$ cat config.mk
export PLATFORM = sky130hd
export DESIGN_NAME = pulse_meter
export DESIGN_NICKNAME = d
export VERILOG_FILES = /design/src/rtl/pulse_meter.sv
export SDC_FILE = /design/constraint.sdc
export NUM_CORES = 1
export LEC_CHECK = 0
export ABC_AREA = 0
export CORE_MARGIN = 2
export CORE_UTILIZATION = 55
export CTS_BUF_LIST = sky130_fd_sc_hd__clkbuf_8
export DETAILED_ROUTE_END_ITERATION = 8
export PLACE_DENSITY = 0.87
export SLEW_MARGIN = 10
export SYNTH_ARGS = -nofsm -noshare
export SYNTH_HDL_FRONTEND = slang
export SYNTH_SLANG_ARGS = --single-unit
$ cat constraint.sdc
create_clock -name clock -period 1.95 [get_ports clock]
set_input_delay 0.585 -clock clock [delete_from_list [all_inputs] [get_ports clock]]
set_output_delay 0.585 -clock clock [all_outputs]
set_load 0.02 [all_outputs]
$ cat src/rtl/pulse_meter.sv
// Measures the width of each high pulse on `in` and hands it off as a byte over dav_z_/rfd_z.
// Latency: z/dav_z_ update on the first edge that samples `in` low after a pulse.
// Backpressure: a pulse starting before the handshake completes is flagged on `lost` and skipped.
module pulse_meter (
    input  logic       clock,
    input  logic       reset_,
    input  logic       in,
    output logic [7:0] z,
    output logic       dav_z_,
    input  logic       rfd_z,
    output logic       lost
);

    typedef enum logic [2:0] {
        SKIP,
        IDLE,
        COUNT,
        WAIT_ACK,
        WAIT_RFD
    } state_t;

    state_t     state;
    state_t     state_nxt;
    logic [7:0] cnt;
    logic [7:0] cnt_nxt;
    logic [7:0] z_nxt;
    logic       dav_nxt;
    logic       lost_nxt;
    logic       in_q;

    always_comb begin
        state_nxt = state;
        cnt_nxt   = cnt;
        z_nxt     = z;
        dav_nxt   = dav_z_;
        lost_nxt  = 1'b0;
        case (state)
            SKIP: begin
                if (!in) state_nxt = IDLE;
            end
            IDLE: begin
                if (in) begin
                    cnt_nxt   = 8'd1;
                    state_nxt = COUNT;
                end
            end
            COUNT: begin
                if (in) begin
                    // Saturate rather than wrap so very long pulses read as 255.
                    if (cnt != 8'hFF) cnt_nxt = cnt + 8'd1;
                end else begin
                    z_nxt     = cnt;
                    dav_nxt   = 1'b0;
                    state_nxt = WAIT_ACK;
                end
            end
            WAIT_ACK: begin
                lost_nxt = in & ~in_q;
                if (!rfd_z) begin
                    dav_nxt   = 1'b1;
                    state_nxt = WAIT_RFD;
                end
            end
            WAIT_RFD: begin
                lost_nxt = in & ~in_q;
                // A pulse still high here was already reported lost; drop its tail.
                if (rfd_z) state_nxt = in ? SKIP : IDLE;
            end
            default: state_nxt = SKIP;
        endcase
    end

    always_ff @(posedge clock or negedge reset_) begin
        if (!reset_) begin
            state  <= SKIP;
            cnt    <= 8'd0;
            z      <= 8'd0;
            dav_z_ <= 1'b1;
            lost   <= 1'b0;
            in_q   <= 1'b0;
        end else begin
            state  <= state_nxt;
            cnt    <= cnt_nxt;
            z      <= z_nxt;
            dav_z_ <= dav_nxt;
            lost   <= lost_nxt;
            in_q   <= in;
        end
    end

endmodule

# [Yosys cells after proc, flatten, opt, wreduce, memory -nomap -nowiden]
# Index checks and enable logic that the tools add are counted.
# Widths: inputs -> output; s select.
[op_classes] n_lt_le_gt_ge=0 n_addsub=1 shifts=0 div=0 reduce_logical=8 n_eq_ne=12 bitwise=3 muxes=15 mul=0
[op_table] cell="$mux 8" n=3
[op_table] cell="$pmux 8 s2" n=1
[op_table] cell="$mux 3" n=5
[op_table] cell="$pmux 3 s5" n=1
[op_table] cell="$ne 2x2->1 const B" n=7
[op_table] cell="$add 8x1->8 const B" n=1
[op_table] cell="$ne 8x8->1 const B" n=1
[op_table] cell="$eq 3x2->1 const B" n=2
[op_table] cell="$reduce_and 5->1" n=1
[op_table] cell="$mux 1" n=4
[op_table] cell="$reduce_and 4->1" n=1
[op_table] cell="$reduce_bool 2->1" n=2
[op_table] cell="$eq 3x1->1 const B" n=1
[op_table] cell="$eq 3x3->1 const B" n=1
[op_table] cell="$logic_not 3->1" n=1
[op_table] cell="$reduce_and 3->1" n=1
[op_table] cell="$not 1->1" n=2
[op_table] cell="$pmux 1 s2" n=1
[op_table] cell="$reduce_and 2->1" n=1
[op_table] cell="$reduce_or 2->1" n=1
[op_table] cell="$and 1x1->1" n=1
[totals] latchBits=0 mem_bits_rw=0 output_inout_bits=10 mem_bits_ro=0 regBits=22 memories=0 wordCells=45 inputBits=4

# [Depth between registers and ports, before layout]
[depth] word_depth=4 depth_mapped=5 mapped_depth_nobuf=5

# [Least setup slack after synthesis]
# OpenSTA, ideal clock, no wires.
[synth_path] kind="register to register" from="reg cnt[0]" to="reg cnt[5]" n_path_buf=0 t_required_ps=1824 path_stages_with_launch=6 setup_slack_ps=262 period_less_slack_ps=1688 setup_ps=126 arrival_time_ps=1562 path_cell_list="dfrtp_1 > ha_1 > and3_1 > a41oi_4 > nor2_2 > a221o_1"
[synth_between] elab_chain_cells=4 word_cells_on_any_way=7 cone_classes="add/sub (1); eq/ne (2); mux (3); reduce/logical (1)"
[synth_lines] item="from (decl)" line_no="24" text="logic [7:0] cnt;"
[synth_lines] item="from (signal assigned)" line_no="83" text="cnt <= cnt_nxt;"
[synth_lines] item="$add 8x1->8" line_no="50" text="if (cnt != 8'hFF) cnt_nxt = cnt + 8'd1;"
[synth_lines] item="$mux 8" line_no="50"
[synth_lines] item="$mux 8" line_no="48" text="if (in) begin"
[synth_lines] item="$pmux 8 s2" line_no="37" text="case (state)"
# Several ways; a longest one is shown, not always the timed one. The select of a mux whose other input is x is not followed.
# A chain may end at the register's enable or synchronous reset.

# [Worst setup path in the final report]
[layout_path] from="in in" to="reg cnt[6]"
[layout_between] elab_chain_cells=2 word_cells_on_any_way=3 cone_classes="eq/ne (2); reduce/logical (1)"
[layout_lines] item="from (decl)" line_no="7" text="input logic in,"
[layout_lines] item="$ne 2x2->1 (no line)"
[layout_lines] item="$reduce_and 4->1 (no line) *"
# Every way passes the cells marked *; elsewhere a longest branch is shown, timed or not.

==> impl_metrics.env <==
export IMPL_cts_buffer_depth=2
export IMPL_swShare_pct=31.3
export IMPL_routed_wl_um=1900
export IMPL_tightest_slew_ns=0.324
export IMPL_cts_sinks=22
export IMPL_cpMaxStageDelayCell="clkdlybuf4s50_1"
export IMPL_setup_worst_path_class="in -> reg"
export IMPL_post_cts_buffers=0
export IMPL_ys_seq_area_share_pct=54.2
export IMPL_diodes=0
export IMPL_hold_violations=0
export IMPL_highest_layer="met4"
export IMPL_p_int_w=0.00106
export IMPL_synth_simple_area_share_pct=19.4
export IMPL_r2r_end="cnt[7]"
export IMPL_power_leakage_nw=0.604
export IMPL_clock_latency_ns=0.26
export IMPL_globalRouteOverflowTotal=0
export IMPL_period_needed_ns=1.87
export IMPL_crit_start="in"
export IMPL_synth_flop_cell="dfrtp_1"
export IMPL_rr_worst_depth=6
export IMPL_seqPwrFrac_pct=42.9
export IMPL_initial_utilization_pct=59.0
export IMPL_syn_nets=90
export IMPL_crit_buf_inv=2
export IMPL_avgSynthCellArea_um2=12.0
export IMPL_crit_path_cell_trace="clkdlybuf4s50_1, nand4bb_4, buf_4, nor4bb_1, a31oi_1, a21bo_2"
export IMPL_synthAdderAreaFrac_pct=1.23
export IMPL_critical_path_endpoint="cnt[6]"
export IMPL_max_cap_violations=0
export IMPL_critPathArrivalTime_ns=2.07
export IMPL_grt_max_degree=23
export IMPL_power_w=0.00155
export IMPL_clockPowerShare_pct=26.8
export IMPL_fmax_mhz=536
export IMPL_synth_cell_area_um2=1020
export IMPL_start_kind="input port"
export IMPL_power_share_combinational_pct=30.2
export IMPL_grt_first_pass_wirelength_um=2970
export IMPL_finalNetCount=115
export IMPL_synth_top_family_by_area="simple AND/OR/NAND/NOR gates"
export IMPL_gp_congestion=0.807
export IMPL_viasPerCell=5.50
export IMPL_rsz0062_at_grt="false"
export IMPL_fin_worst_skew_ns=0.00168
export IMPL_placed_cells=130
export IMPL_status="completed"
export IMPL_p_per_area_nw_per_um2=1180
export IMPL_async_flop_share_pct=100
export IMPL_rrSetupSlack_ns=0.20
export IMPL_crit_cells=6
export IMPL_via_count=737
export IMPL_core_area_um2=1730
export IMPL_die_w_um=47.0
export IMPL_synth_seq_cells=22
export IMPL_die_area_um2=2210
export IMPL_synth_edf_count=0
export IMPL_synth_xor_area_share_pct=0
export IMPL_portBuffers=13
export IMPL_antenna_found_initial=0
export IMPL_clkTransAtPathRegs_ns=0.08
export IMPL_drv_slew=0
export IMPL_worst_r2r_startpoint="cnt[1]"
export IMPL_period_share_pct=95.7
export IMPL_drive_gt1_share_pct=23.9
export IMPL_crit_path_max_fanout=5
export IMPL_wl_met3_um=60
export IMPL_cts_tree="built"
export IMPL_io_pins=14
export IMPL_end_kind="register"
export IMPL_drc=0
export IMPL_wl_met1_um=935
export IMPL_p_sw_w=0.000484
export IMPL_wl_per_cell_um=14.1
export IMPL_numCtsBuffers=3
export IMPL_slew_headroom_pct=78.4
export IMPL_muxShareOfSynthArea_pct=9.83
export IMPL_clk_root_buffer_cell="clkbuf_8"
export IMPL_min_delay_start="in_q"
export IMPL_whs_ns=0.415
export IMPL_first_global_vias=693
export IMPL_layout_cells_non_filler=134
export IMPL_route_met2_wl_um=872
export IMPL_rows=15
export IMPL_track_usage_pct=19.7
export IMPL_crit_family="buffers and inverters"
export IMPL_htree_levels=1
export IMPL_yosys_cell_types_count=32
export IMPL_cp_required_ns=2.15
export IMPL_synth_compound_area_share_pct=14.5
export IMPL_drt_iter0_drc=13
export IMPL_ant_nets=0
export IMPL_ys_warn_count=0
export IMPL_hold_class="reg -> reg"
export IMPL_drt_pass1_iter_count=4
export IMPL_setup_viol=0
export IMPL_ir_drop_uv=901
export IMPL_dp_hpwl_um=1300
export IMPL_die_y_um=47.0
export IMPL_tns_ns=0
export IMPL_synth_cells=85
export IMPL_slowest_delay_ns=0.59
export IMPL_areaGrowthSynthToFinish_pct=28.1
## sequential cells by signal, indices dropped and copies added, names as in the netlist
name	count
cnt	8
lost	1
z	8
in_q	1
state	3
dav_z_	1
## cell type report
cell class | instances | area (µm²)
multi-input combinational | 61 | 458
timing repair buffer | 21 | 189
inverter | 1 | 3.75
tap | 25 | 31.3
clock inverter | 1 | 30.0
fill | 123 | 422
sequential | 22 | 552
clock buffer | 3 | 41.3
## cell usage after synthesis, drive strengths merged, types with 2 or more instances
| master | number | share of area (%) |
|---|---|---|
| nand2 | 5 | 1.8 |
| and2 | 2 | 1.2 |
| nor3 | 5 | 2.9 |
| nor3b | 2 | 1.5 |
| o21ai | 4 | 2.0 |
| and3 | 4 | 2.5 |
| nor2 | 7 | 2.8 |
| a211o | 2 | 1.7 |
| a21oi | 5 | 2.5 |
| nand3 | 2 | 0.98 |
| dfrtp | 21 | 52 |
| mux2 | 8 | 8.8 |
## per-layer routing
layer | track usage [%] | up-vias
met5 | 0 | -
met4 | 10.0 | 0
met3 | 3.46 | 4
met2 | 31.2 | 16
met1 | 25.9 | 350
li1 | - | 367
## cells in the final DEF, fill, tap and decap left out, types with 2 or more instances in the layout
| master | count |
|---|---|
| dfrtp_1 | 21 |
| clkdlybuf4s50_1 | 12 |
| mux2_2 | 8 |
| buf_4 | 8 |
| nor2_1 | 6 |
| nand2_1 | 5 |
| a21oi_1 | 5 |
| and3_1 | 4 |
| nor3_1 | 4 |
| o21ai_0 | 4 |
| clkbuf_8 | 3 |
| nor3b_1 | 2 |
| and2_1 | 2 |
| nand3_1 | 2 |
| a211o_1 | 2 |
## worst register-to-register path: cells and delay by family (launching register included)
kind | cells | cell delay [ns]
buffers and inverters | 1 | 0.18
adders and majority gates | 1 | 0.20
and+or+nand+nor | 2 | 0.45
DFF | 1 | 0.42
AOI/OAI and AO/OA | 2 | 0.40
## power by group through the flow
stage	clock network (W)	registers, W	logic [W]
5_1_grt	0.000441	0.000680	0.000518
3_5_place_dp	0	0.000669	0.000471
4_1_cts	0.000424	0.000661	0.000470
3_3_place_gp	0	0.000664	0.000465
6_report	0.000415	0.000664	0.000468
2_1_floorplan	0	0.000686	0.000260
## worst min path at each step
stage               cells past startpoint     end  slack, ns
floorplan                               0  cnt[0]       0.29
global placement                        1    lost       0.40
detailed placement                      1    lost       0.41
CTS                                     1    lost       0.42
global route                            1    lost       0.45
finish                                  1    lost       0.42
## what timing repair did
action / 4_1_cts / 5_1_grt
gates resized for setup: 1 / 0
setup endpoints to repair: 1 / 0
hold buffers: 0 / 0
## per-stage QoR
stage	cell area, µm²	util (%)	setup WS, ns
after floorplan	1020	-	0.262
after global placement	1230	71.5	-0.121
after detailed placement	1230	71.5	-0.164
after CTS	1310	75.6	0.0831
after global routing	1310	75.6	0.0367
final	1310	75.6	0.0833
## kinds of logic (layout without fill, tap and decap cells)
logic type                 Yosys count  in the layout
AOI/OAI and AO/OA                   19             19
adders and majority gates            1              1
buffers and inverters                2             26
DFF                                 22             22
muxes                                9              9
and+or+nand+nor                     32             32
(Power assumes the default switching activity.)
